## config.mk

```make
export PLATFORM = sky130hd
export DESIGN_NAME = pu_multiplexer_sched
export DESIGN_NICKNAME = d
export VERILOG_FILES = /design/src/rtl/pu_mux_sched_pkg.sv /design/src/rtl/pu_multiplexer_sched.sv
export SDC_FILE = /design/constraint.sdc
export NUM_CORES = 1
export LEC_CHECK = 0
export ABC_AREA = 1
export BUFFER_PORTS_ARGS = -buffer_cell sky130_fd_sc_hd__buf_2
export CORE_ASPECT_RATIO = 2
export CORE_UTILIZATION = 40
export CTS_CLUSTER_SIZE = 12
export DETAILED_ROUTE_END_ITERATION = 7
export PLACE_DENSITY = 0.77
export SYNTH_ARGS = -nofsm -noshare
export SYNTH_HDL_FRONTEND = slang
export SYNTH_SLANG_ARGS = --single-unit
```

## constraint.sdc

```tcl
create_clock -name clk -period 1.9 [get_ports clk]
set_input_delay 0.095 -clock clk [delete_from_list [all_inputs] [get_ports clk]]
set_output_delay 0.095 -clock clk [all_outputs]
set_load 0.03 [all_outputs]
```

## src/rtl/pu_mux_sched_pkg.sv

```systemverilog
// Shared types and helpers for the pu_multiplexer transaction sequencer.
package pu_mux_sched_pkg;

  // Transaction phases: command wait, arg streaming, select, output capture, result hold.
  typedef enum logic [2:0] {
    StIdle,
    StLoad,
    StSel,
    StOut,
    StResp
  } state_e;

  // Mux capacity in args for a given select width.
  function automatic int unsigned nmax(input int unsigned sel_width);
    return 32'd1 << sel_width;
  endfunction

endpackage

```

## src/rtl/pu_multiplexer_sched.sv

```systemverilog
// Transaction sequencer for one pu_multiplexer: takes a command, streams its args into the mux,
// issues select and output strobes, and holds the captured result under valid/ready.
// Optional feature: define PU_MUX_SCHED_TIMEOUT_EN to abort a LOAD that idles for TIMEOUT cycles.
module pu_multiplexer_sched
  import pu_mux_sched_pkg::*;
#(
  parameter int unsigned DATA_WIDTH = 32,
  parameter int unsigned SEL_WIDTH  = 1,
  parameter int unsigned TIMEOUT    = 255
) (
  input  logic                  clk,
  input  logic                  rst,
  input  logic                  cmd_valid,
  output logic                  cmd_ready,
  input  logic [SEL_WIDTH:0]    cmd_nargs,
  input  logic [SEL_WIDTH-1:0]  cmd_sel,
  input  logic                  arg_valid,
  output logic                  arg_ready,
  input  logic [DATA_WIDTH-1:0] arg_data,
  output logic                  res_valid,
  input  logic                  res_ready,
  output logic [DATA_WIDTH-1:0] res_data,
  output logic                  res_err,
  output logic                  mux_rst,
  output logic                  mux_data_active,
  output logic                  mux_sel_active,
  output logic                  mux_out_active,
  output logic [DATA_WIDTH-1:0] mux_data_in,
  input  logic [DATA_WIDTH-1:0] mux_data_out
);

  localparam int unsigned         NMax  = nmax(SEL_WIDTH);
  localparam logic [SEL_WIDTH:0]  NMaxW = (SEL_WIDTH + 1)'(NMax);

  state_e                  state_q, state_d;
  logic [SEL_WIDTH:0]      nargs_q, cnt_q;
  logic [SEL_WIDTH-1:0]    sel_q;
  logic [DATA_WIDTH-1:0]   res_data_q;
  logic                    res_err_q, mux_rst_q;
  logic                    cmd_acc, arg_acc, res_acc, nargs_legal, last_arg;
  logic                    timeout_hit;

  assign cmd_acc     = cmd_valid & cmd_ready;
  assign arg_acc     = arg_valid & arg_ready;
  assign res_acc     = res_valid & res_ready;
  assign nargs_legal = (cmd_nargs != '0) && (cmd_nargs <= NMaxW);
  assign last_arg    = (cnt_q == nargs_q - 1'b1);

  assign mux_rst  = mux_rst_q;
  assign res_data = res_data_q;
  assign res_err  = res_err_q;

`ifdef PU_MUX_SCHED_TIMEOUT_EN
  localparam int unsigned ToBits = $clog2(TIMEOUT + 1);
  localparam int unsigned ToW    = (ToBits > 8) ? ToBits : 8;

  logic [ToW-1:0] idle_cnt_q;
  logic           timeout_q;

  assign timeout_hit = (state_q == StLoad) && !arg_valid && (idle_cnt_q == ToW'(TIMEOUT - 1));

  // Idle counter runs only while LOAD stalls; timeout_q marks the dummy OUT cycle that follows.
  always_ff @(posedge clk or negedge rst) begin
    if (!rst) begin
      idle_cnt_q <= '0;
      timeout_q  <= 1'b0;
    end else begin
      if ((state_q == StLoad) && !arg_valid) idle_cnt_q <= idle_cnt_q + 1'b1;
      else                                   idle_cnt_q <= '0;
      if (timeout_hit)              timeout_q <= 1'b1;
      else if (state_q == StResp)   timeout_q <= 1'b0;
    end
  end
`else
  logic timeout_q;
  logic unused_timeout;

  assign timeout_hit    = 1'b0;
  assign timeout_q      = 1'b0;
  assign unused_timeout = ^TIMEOUT;
`endif

  // State register.
  always_ff @(posedge clk or negedge rst) begin
    if (!rst) state_q <= StIdle;
    else      state_q <= state_d;
  end

  // Next-state logic: one whole transaction at a time.
  always_comb begin
    state_d = state_q;
    unique case (state_q)
      StIdle: if (cmd_acc) state_d = nargs_legal ? StLoad : StResp;
      StLoad: begin
        if (arg_acc && last_arg) state_d = StSel;
        else if (timeout_hit)    state_d = StOut;
      end
      StSel:  state_d = StOut;
      StOut:  state_d = StResp;
      StResp: if (res_acc) state_d = StIdle;
      default: state_d = StIdle;
    endcase
  end

  // Handshake and mux strobe outputs; mux_data_in is zero whenever no strobe is high.
  always_comb begin
    cmd_ready       = 1'b0;
    arg_ready       = 1'b0;
    res_valid       = 1'b0;
    mux_data_active = 1'b0;
    mux_sel_active  = 1'b0;
    mux_out_active  = 1'b0;
    mux_data_in     = '0;
    unique case (state_q)
      StIdle: cmd_ready = !mux_rst_q;
      StLoad: begin
        arg_ready       = 1'b1;
        mux_data_active = arg_valid;
        mux_data_in     = arg_valid ? arg_data : '0;
      end
      StSel: begin
        mux_sel_active = 1'b1;
        mux_data_in    = DATA_WIDTH'(sel_q);
      end
      StOut:  mux_out_active = 1'b1;
      StResp: res_valid = 1'b1;
      default: ;
    endcase
  end

  // Command latch, arg counter, result capture; mux_rst drops on the first edge after reset.
  always_ff @(posedge clk or negedge rst) begin
    if (!rst) begin
      nargs_q    <= '0;
      sel_q      <= '0;
      cnt_q      <= '0;
      res_data_q <= '0;
      res_err_q  <= 1'b0;
      mux_rst_q  <= 1'b1;
    end else begin
      mux_rst_q <= 1'b0;
      unique case (state_q)
        StIdle: begin
          if (cmd_acc) begin
            nargs_q <= cmd_nargs;
            sel_q   <= cmd_sel;
            cnt_q   <= '0;
            if (!nargs_legal) begin
              res_data_q <= '0;
              res_err_q  <= 1'b1;
            end
          end
        end
        StLoad: if (arg_acc) cnt_q <= cnt_q + 1'b1;
        StOut: begin
          if (timeout_q) begin
            res_data_q <= '0;
            res_err_q  <= 1'b1;
          end else begin
            res_data_q <= mux_data_out;
            res_err_q  <= ({1'b0, sel_q} >= nargs_q);
          end
        end
        default: ;
      endcase
    end
  end

endmodule
```

==> summary.md, run 1 <==
| Metric | Value |
|---|---|
| Area growth from synthesis to layout | 50.8% |
| Most frequent CP cell | inv_2 |
| Die width | 53.7 um |
| Register area share after synthesis | 49.2% |
| Tmin final | 1.75 ns |
| GRT Residual Overflow | 0 |
| WHS Endpoint | res_data[10] |
| #FFs+latches synth | 42 |
| I/O Buffers | 143 |
| CP startpoint kind | flip-flop |
| CTS buffer count | 5 |
| RSZ-0062 raised after global routing | false |
| Syn Std Cell Area | 0.00214 mm^2 |
| Non-filler cells, final | 511 |
| # rows | 37 |
| HP Start | mux_data_out[10] |
| Worst hold path depth | 3 |
| Final Cycle Share | 92.1% |
| Vias | 2386 |
| Fillers | 455 |
| Yosys Warn Count | 0 |
| Syn nets | 361 |
| Fmax | 0.572 GHz |
| DRT Pass-1 Iters | 7 |
| WL per Instance | 11.0 um |
| Slowest CP cell | dfrtp_1 |
| Via density per instance | 4.67 |
| Core area | 0.00514 mm^2 |
| Sink Count | 42 |
| Clock slew at reported path FFs | 0.08 ns |
| Worst Hold Class | primary input to flip-flop |
| Root buffer cell | clkbuf_8 |
| Worst-path cell chain | inv_2, nand3_1, inv_2, buf_2 |
| GRT Resource Usage Total | 20.9% |
| Pwr dens | 1440 mW/mm^2 |
| Final Hold Fails | 0 |
| CTS max path bufs | 2 |
| Crit path kind | flip-flop to output port |
| Critical path's top delay family | buffers and inverters |
| Max-slew violations | 0 |
| Slew @ Worst Pin | 0.546 ns |
| Initial Utilization | 41.6% |
| Final instance area | 0.00323 mm^2 |
| Clock skew | 0.00635 ns |
| Number of global-route vias before repair | 2178 |
| Diode count | 0 |
| Cell leakage power | 2.02 nW |
| Crit Path Max Fanout | 28 |
| Final WL | 5.63 mm |
| Post-CTS resize count | 0 |
| Status | finished, final reports clean |
| Setup Buffers After CTS | 0 |
| Max incr delay on CP | 0.40 ns |
| H-tree depth | 2 |
| Reg-to-Reg End | res_data[5] |
| Die Y | 105 um |
| Placed Cells incl. Taps | 480 |
| CP Data Arrival Time | 1.65 ns |
| Fin Setup TNS | 0 ns |
| # DRC | 0 |
| Final Setup Violations | 0 |
| Drt first-iter violations | 38 |
| Worst reg2reg path depth | 6 |
| Largest net degree at the start of global routing | 35 |
| TritonCTS clock tree | built |
| Layout Nets | 525 |
| RePlAce Congestion | 0.818 |
| Cell count after synthesis | 288 |
| Share of cells above drive strength 1 | 38.2% |
| Average size of a mapped cell | 7.43 um^2 |
| Hold-fix buffers at CTS | 23 |
| Clk Latency, worst-skew pair | 0.29 ns |
| Detailed placement HPWL | 4.12 mm |
| Global-route wire length before repair | 8.78 mm |
| Max Cap Viol | 0 |
| Worst path bufs/invs | 3 |
| R2r setup slk | 0.46 ns |
| Num ports | 144 |
| WP data required | 1.80 ns |
| Area after DPL | 0.00286 mm^2 |
| Antenna Nets Post-Route | 0 |
| Reg-to-reg critical path startpoint | state_q[2] |
| DIE AREA | 0.00566 mm^2 |
| Initial antenna violation count | 0 |
| Slew headroom | 63.6% |
| Distinct cells, synth | 26 |
| Worst vdd ir | 932 uV |
| CP Capture Type | output port |
[stage by stage]
step / total power [W] / hold WS [ns] / util [%] / worst slack, ns
2_1_floorplan: 0.00321 / -0.201 / - / 0.0283
3_3_place_gp: 0.00375 / 0.109 / 55.6 / 0.463
3_5_place_dp: 0.00379 / 0.118 / 55.6 / 0.462
4_1_cts: 0.00467 / 0.0000951 / 62.8 / 0.135
5_1_grt: 0.00495 / 0.00524 / 62.8 / 0.0448
6_report: 0.00463 / 0.00467 / 62.8 / 0.151
[cell usage after synthesis, drive strengths merged]
master  count  area (um^2)
ha          1         12.5
clkbuf      4         15.0
buf         9         90.1
o21ai       5         28.8
inv        18         67.6
nor3        2         10.0
nor2       41          171
a21oi       3         26.3
xnor2       2         17.5
nand3       6         35.0
conb        1         3.75
dfstp       1         26.3
nand3b      1         7.51
a21boi      1         7.51
nand2     151          587
dfrtp      41         1030
a211oi      1         7.51
[state kept, by name, indices dropped and copies added, names as in the netlist]
name	cells
res_data	32
mux_rst	1
res_err	1
nargs_q	2
sel_q	1
cnt_q	2
state_q	3
[cells in the final DEF, fill, tap and decap left out, drive strengths merged, types with 3 or more instances in the layout]
cell type / instances
a21oi: 3
buf: 147
clkbuf: 5
dfrtp: 41
dlygate4sd3: 23
inv: 18
nand2: 151
nand3: 6
nor2: 41
o21ai: 5
[worst register-to-register path: cells and delay by family (launching register included)]
kind	cells	cell delay, ns
buffers and inverters	3	0.72
flip-flops	1	0.40
AND/OR/NAND/NOR	3	0.26
[where the power goes]
part	switching [W]	total [W]	internal [W]
clock network	0.000313	0.000839	0.000526
logic	0.00167	0.00234	0.000677
registers	0.000211	0.00145	0.00124
[cell type report]
class	count	area, um^2	share of cell area [%]
inverters	18	67.6	2.09
clock buffers	5	68.8	2.13
clock inverters	3	68.8	2.13
flip-flops and latches	42	1050	32.6
repair buffers	170	976	30.3
well taps	58	72.6	2.25
multi-input cells	215	920	28.5
[worst max-delay path by stage]
stage          cells past startpoint  slack [ns]               to        from
2_1_floorplan                      3        0.03   mux_data_in[0]  state_q[0]
3_3_place_gp                       4        0.46   mux_out_active  state_q[2]
3_5_place_dp                       4        0.46   mux_out_active  state_q[2]
4_1_cts                            4        0.14   mux_out_active  state_q[2]
5_1_grt                            6        0.04  mux_data_in[29]  state_q[2]
6_report                           4        0.15   mux_out_active  state_q[2]
[cell families (layout without fill, tap and decap cells)]
family	after synthesis	in the layout	share of synthesized area (%)
adder cells (fa/ha/maj)	1	1	0.585
AND/OR/NAND/NOR	201	201	37.9
flip-flops	42	42	49.2
AO/OA/AOI/OAI	10	10	3.28
XOR/XNOR	2	2	0.819
buffers and inverters	31	196	8.07
other	1	1	0.175
[layer usage]
layer	global-route usage, %	vias to the layer above	wire (um)
met4	10.3	0	187
li1	-	1183	-
met1	19.3	1075	1930
met5	0	-	0
met3	3.61	15	444
met2	39.5	113	3070
(Power assumes the default switching activity.)
==> run 2, diff against run 1 <==
Settings changed: SETUP_SLACK_MARGIN from default to 0.3.
==> run 2 against run 1 <==
Net effect:
- sequential cell count unchanged
- die area unchanged
- critical path type unchanged
- count of clock-buffer cells in the layout is the same
- first-iteration DRC count increased by 5.3%
- worst setup slack gained 0.12 ns
- cell count increased by 0.59%
==> summary.md, run 2 (same netlist as run 1, synthesis figures left out) <==
| Metric | Value |
|---|---|
| Root buffer cell | clkbuf_8 |
| Worst-path cell chain | inv_2, nand2_4, nor2_4, inv_6, nor2_1, clkbuf_4 |
| GRT Resource Usage Total | 22.0% (+1.1 points) |
| Final instance area | 0.00335 mm^2 (+4.0%) |
| Global-route wire length before repair | 9.18 mm (+4.5%) |
| RePlAce Congestion | 0.804 (-1.7%) |
| Number of global-route vias before repair | 2143 (-1.6%) |
| Fmax | 0.612 GHz (+7.1%) |
| Die Y | 105 um (unchanged) |
| Most frequent cells in the layout | nand2_1, buf_2, dfrtp_1 |
| WL per Instance | 11.9 um (+7.9%) |
| Slew @ Worst Pin | 0.524 ns (-0.0216 ns) |
| Final hold slack | 0.00360 ns (-0.00107 ns) |
| Fin Setup TNS | 0 ns (unchanged) |
| Final Cycle Share | 85.9% (-6.1 points) |
| Top Usage Layer GRT | met2 |
| Diode count | 0 (unchanged) |
| Clk Latency, worst-skew pair | 0.29 ns (about the same) |
| Num ports | 144 (unchanged) |
| Detailed placement HPWL | 4.25 mm (+3.3%) |
| Pwr dens | 1440 mW/mm^2 (+0.11%) |
| TritonCTS clock tree | built |
| Worst Hold Class | primary input to flip-flop |
| CP Data Arrival Time | 1.54 ns (-0.11 ns) |
| Share of cells above drive strength 1 | 39.9% (+1.7 points) |
| Slowest CP cell | dfrtp_1 |
| WP data required | 1.80 ns (about the same) |
| DRT Pass-1 Iters | 4 (-3) |
| Max Cap Viol | 0 (unchanged) |
| GR Util met1 | 21.2% (+1.8 points) |
| Drt first-iter violations | 40 (+5.3%) |
| CTS max path bufs | 2 (unchanged) |
| Max-slew violations | 0 (unchanged) |
| Met2 Use GR | 41.2% (+1.7 points) |
| Cell leakage power | 2.02 nW (about the same) |
| Sink Count | 42 (unchanged) |
| Final Setup Violations | 0 (unchanged) |
| Largest net degree at the start of global routing | 43 (+23%) |
| Antenna Nets Post-Route | 0 (unchanged) |
| Final WL | 6.11 mm (+8.5%) |
| Max incr delay on CP | 0.42 ns (+0.02 ns) |
| Final Hold Fails | 0 (unchanged) |
| Via density per instance | 4.71 (+0.83%) |
| Area growth from synthesis to layout | 56.7% |
| H-tree depth | 2 (unchanged) |
| Worst vdd ir | 993 uV (+6.5%) |
| Worst reg2reg path depth | 9 (+3) |
| M3 GR Usage | 4.47% (+0.87 points) |
| Area after DPL | 0.00285 mm^2 (-0.39%) |
| Vias | 2420 (+1.4%) |
| Largest register FFs | 32 (unchanged) |
| Slew headroom | 65.0% (+1.4 points) |
| Initial antenna violation count | 0 (unchanged) |
| CP Capture Type | output port |
| Layout Nets | 528 (+0.57%) |
| DIE AREA | 0.00566 mm^2 (unchanged) |
| Crit Path Max Fanout | 33 (+18%) |
| Final core utilization | 65.3% (+2.5 points) |
| GRT Residual Overflow | 0 (unchanged) |
| Fillers | 446 (-2.0%) |
| Crit path kind | flip-flop to output port |
| CTS buffer count | 5 (unchanged) |
| Tmin final | 1.63 ns (-0.116 ns) |
| Clock slew at reported path FFs | 0.08 ns (about the same) |
| CP startpoint kind | flip-flop |
| Die width | 53.7 um (unchanged) |
| I/O Buffers | 143 (unchanged) |
| RSZ-0062 raised after global routing | true |
| # DRC | 0 (unchanged) |
| Status | finished, final reports clean |
| # rows | 37 (unchanged) |
| Initial Utilization | 41.6% (unchanged) |
| Clock skew | 0.00500 ns (-0.00136 ns) |
| Most common cell after layout, fill and taps aside | nand2_1 |
| Worst hold path depth | 3 (unchanged) |
| Core area | 0.00514 mm^2 (unchanged) |
-- run 2: critical path: cells and delay by family (launching register included) --
family        cells  cell delay, ns
flops             1            0.42
simple gates      3            0.37
buf+inv           3            0.45
-- run 2: worst paths after layout --
kind	from	endpoint	slack, ns
setup / recovery	state_q[2]	mux_data_in[15]	0.27
hold / removal	mux_data_out[11]	res_data[11]	0.004
setup reg to reg	state_q[2]	res_data[29]	0.40
hold reg to reg	res_data[12]	res_data[12]	0.47
max in group asynchronous	rst	state_q[0]	1.10
min in group asynchronous	rst	res_data[17]	0.40
-- run 2: layer usage --
metal,part of all wire [%],vias up
met3,7.0,13
met4,2.1,0
met2,57,108
met5,0,-
met1,34,1107
li1,-,1192
-- run 2: area by class of cell --
type                       instances  area, um^2  share of cell area, %
timing repair buffer             173        1080                   32.1
sequential                        42        1050                   31.4
multi-input combinational        215         935                   27.9
inverter                          18        77.6                   2.31
tap                               58        72.6                   2.16
clock buffer                       5        68.8                   2.05
clock inverter                     3        68.8                   2.05
-- run 2: what timing repair did --
item                                   CTS  global route
setup endpoints to repair               33            33
buffers inserted                         4             2
endpoints found under the hold margin   62             0
pin swaps                                1             2
hold buffers                            22             0
resized for setup                       10            38
-- run 2: metrics by stage --
step | power, W | setup slack, ns | std cells
floorplan | 0.00322 | 0.347 | 288
global placement | 0.00375 | 0.482 | 478
detailed placement | 0.00380 | 0.453 | 478
CTS | 0.00476 | 0.284 | 512
global route | 0.00514 | 0.202 | 514
finish | 0.00482 | 0.267 | 514
-- run 2: report_power, final --
| group | internal, W | total (W) | switching, W | leakage (nW) |
|---|---|---|---|---|
| Sequential | 0.00124 | 0.00148 | 0.000235 | 0.564 |
| Clock | 0.000526 | 0.000838 | 0.000311 | 0.0683 |
| Combinational | 0.000788 | 0.00251 | 0.00172 | 1.39 |
| Total | 0.00255 | 0.00482 | 0.00227 | 2.02 |
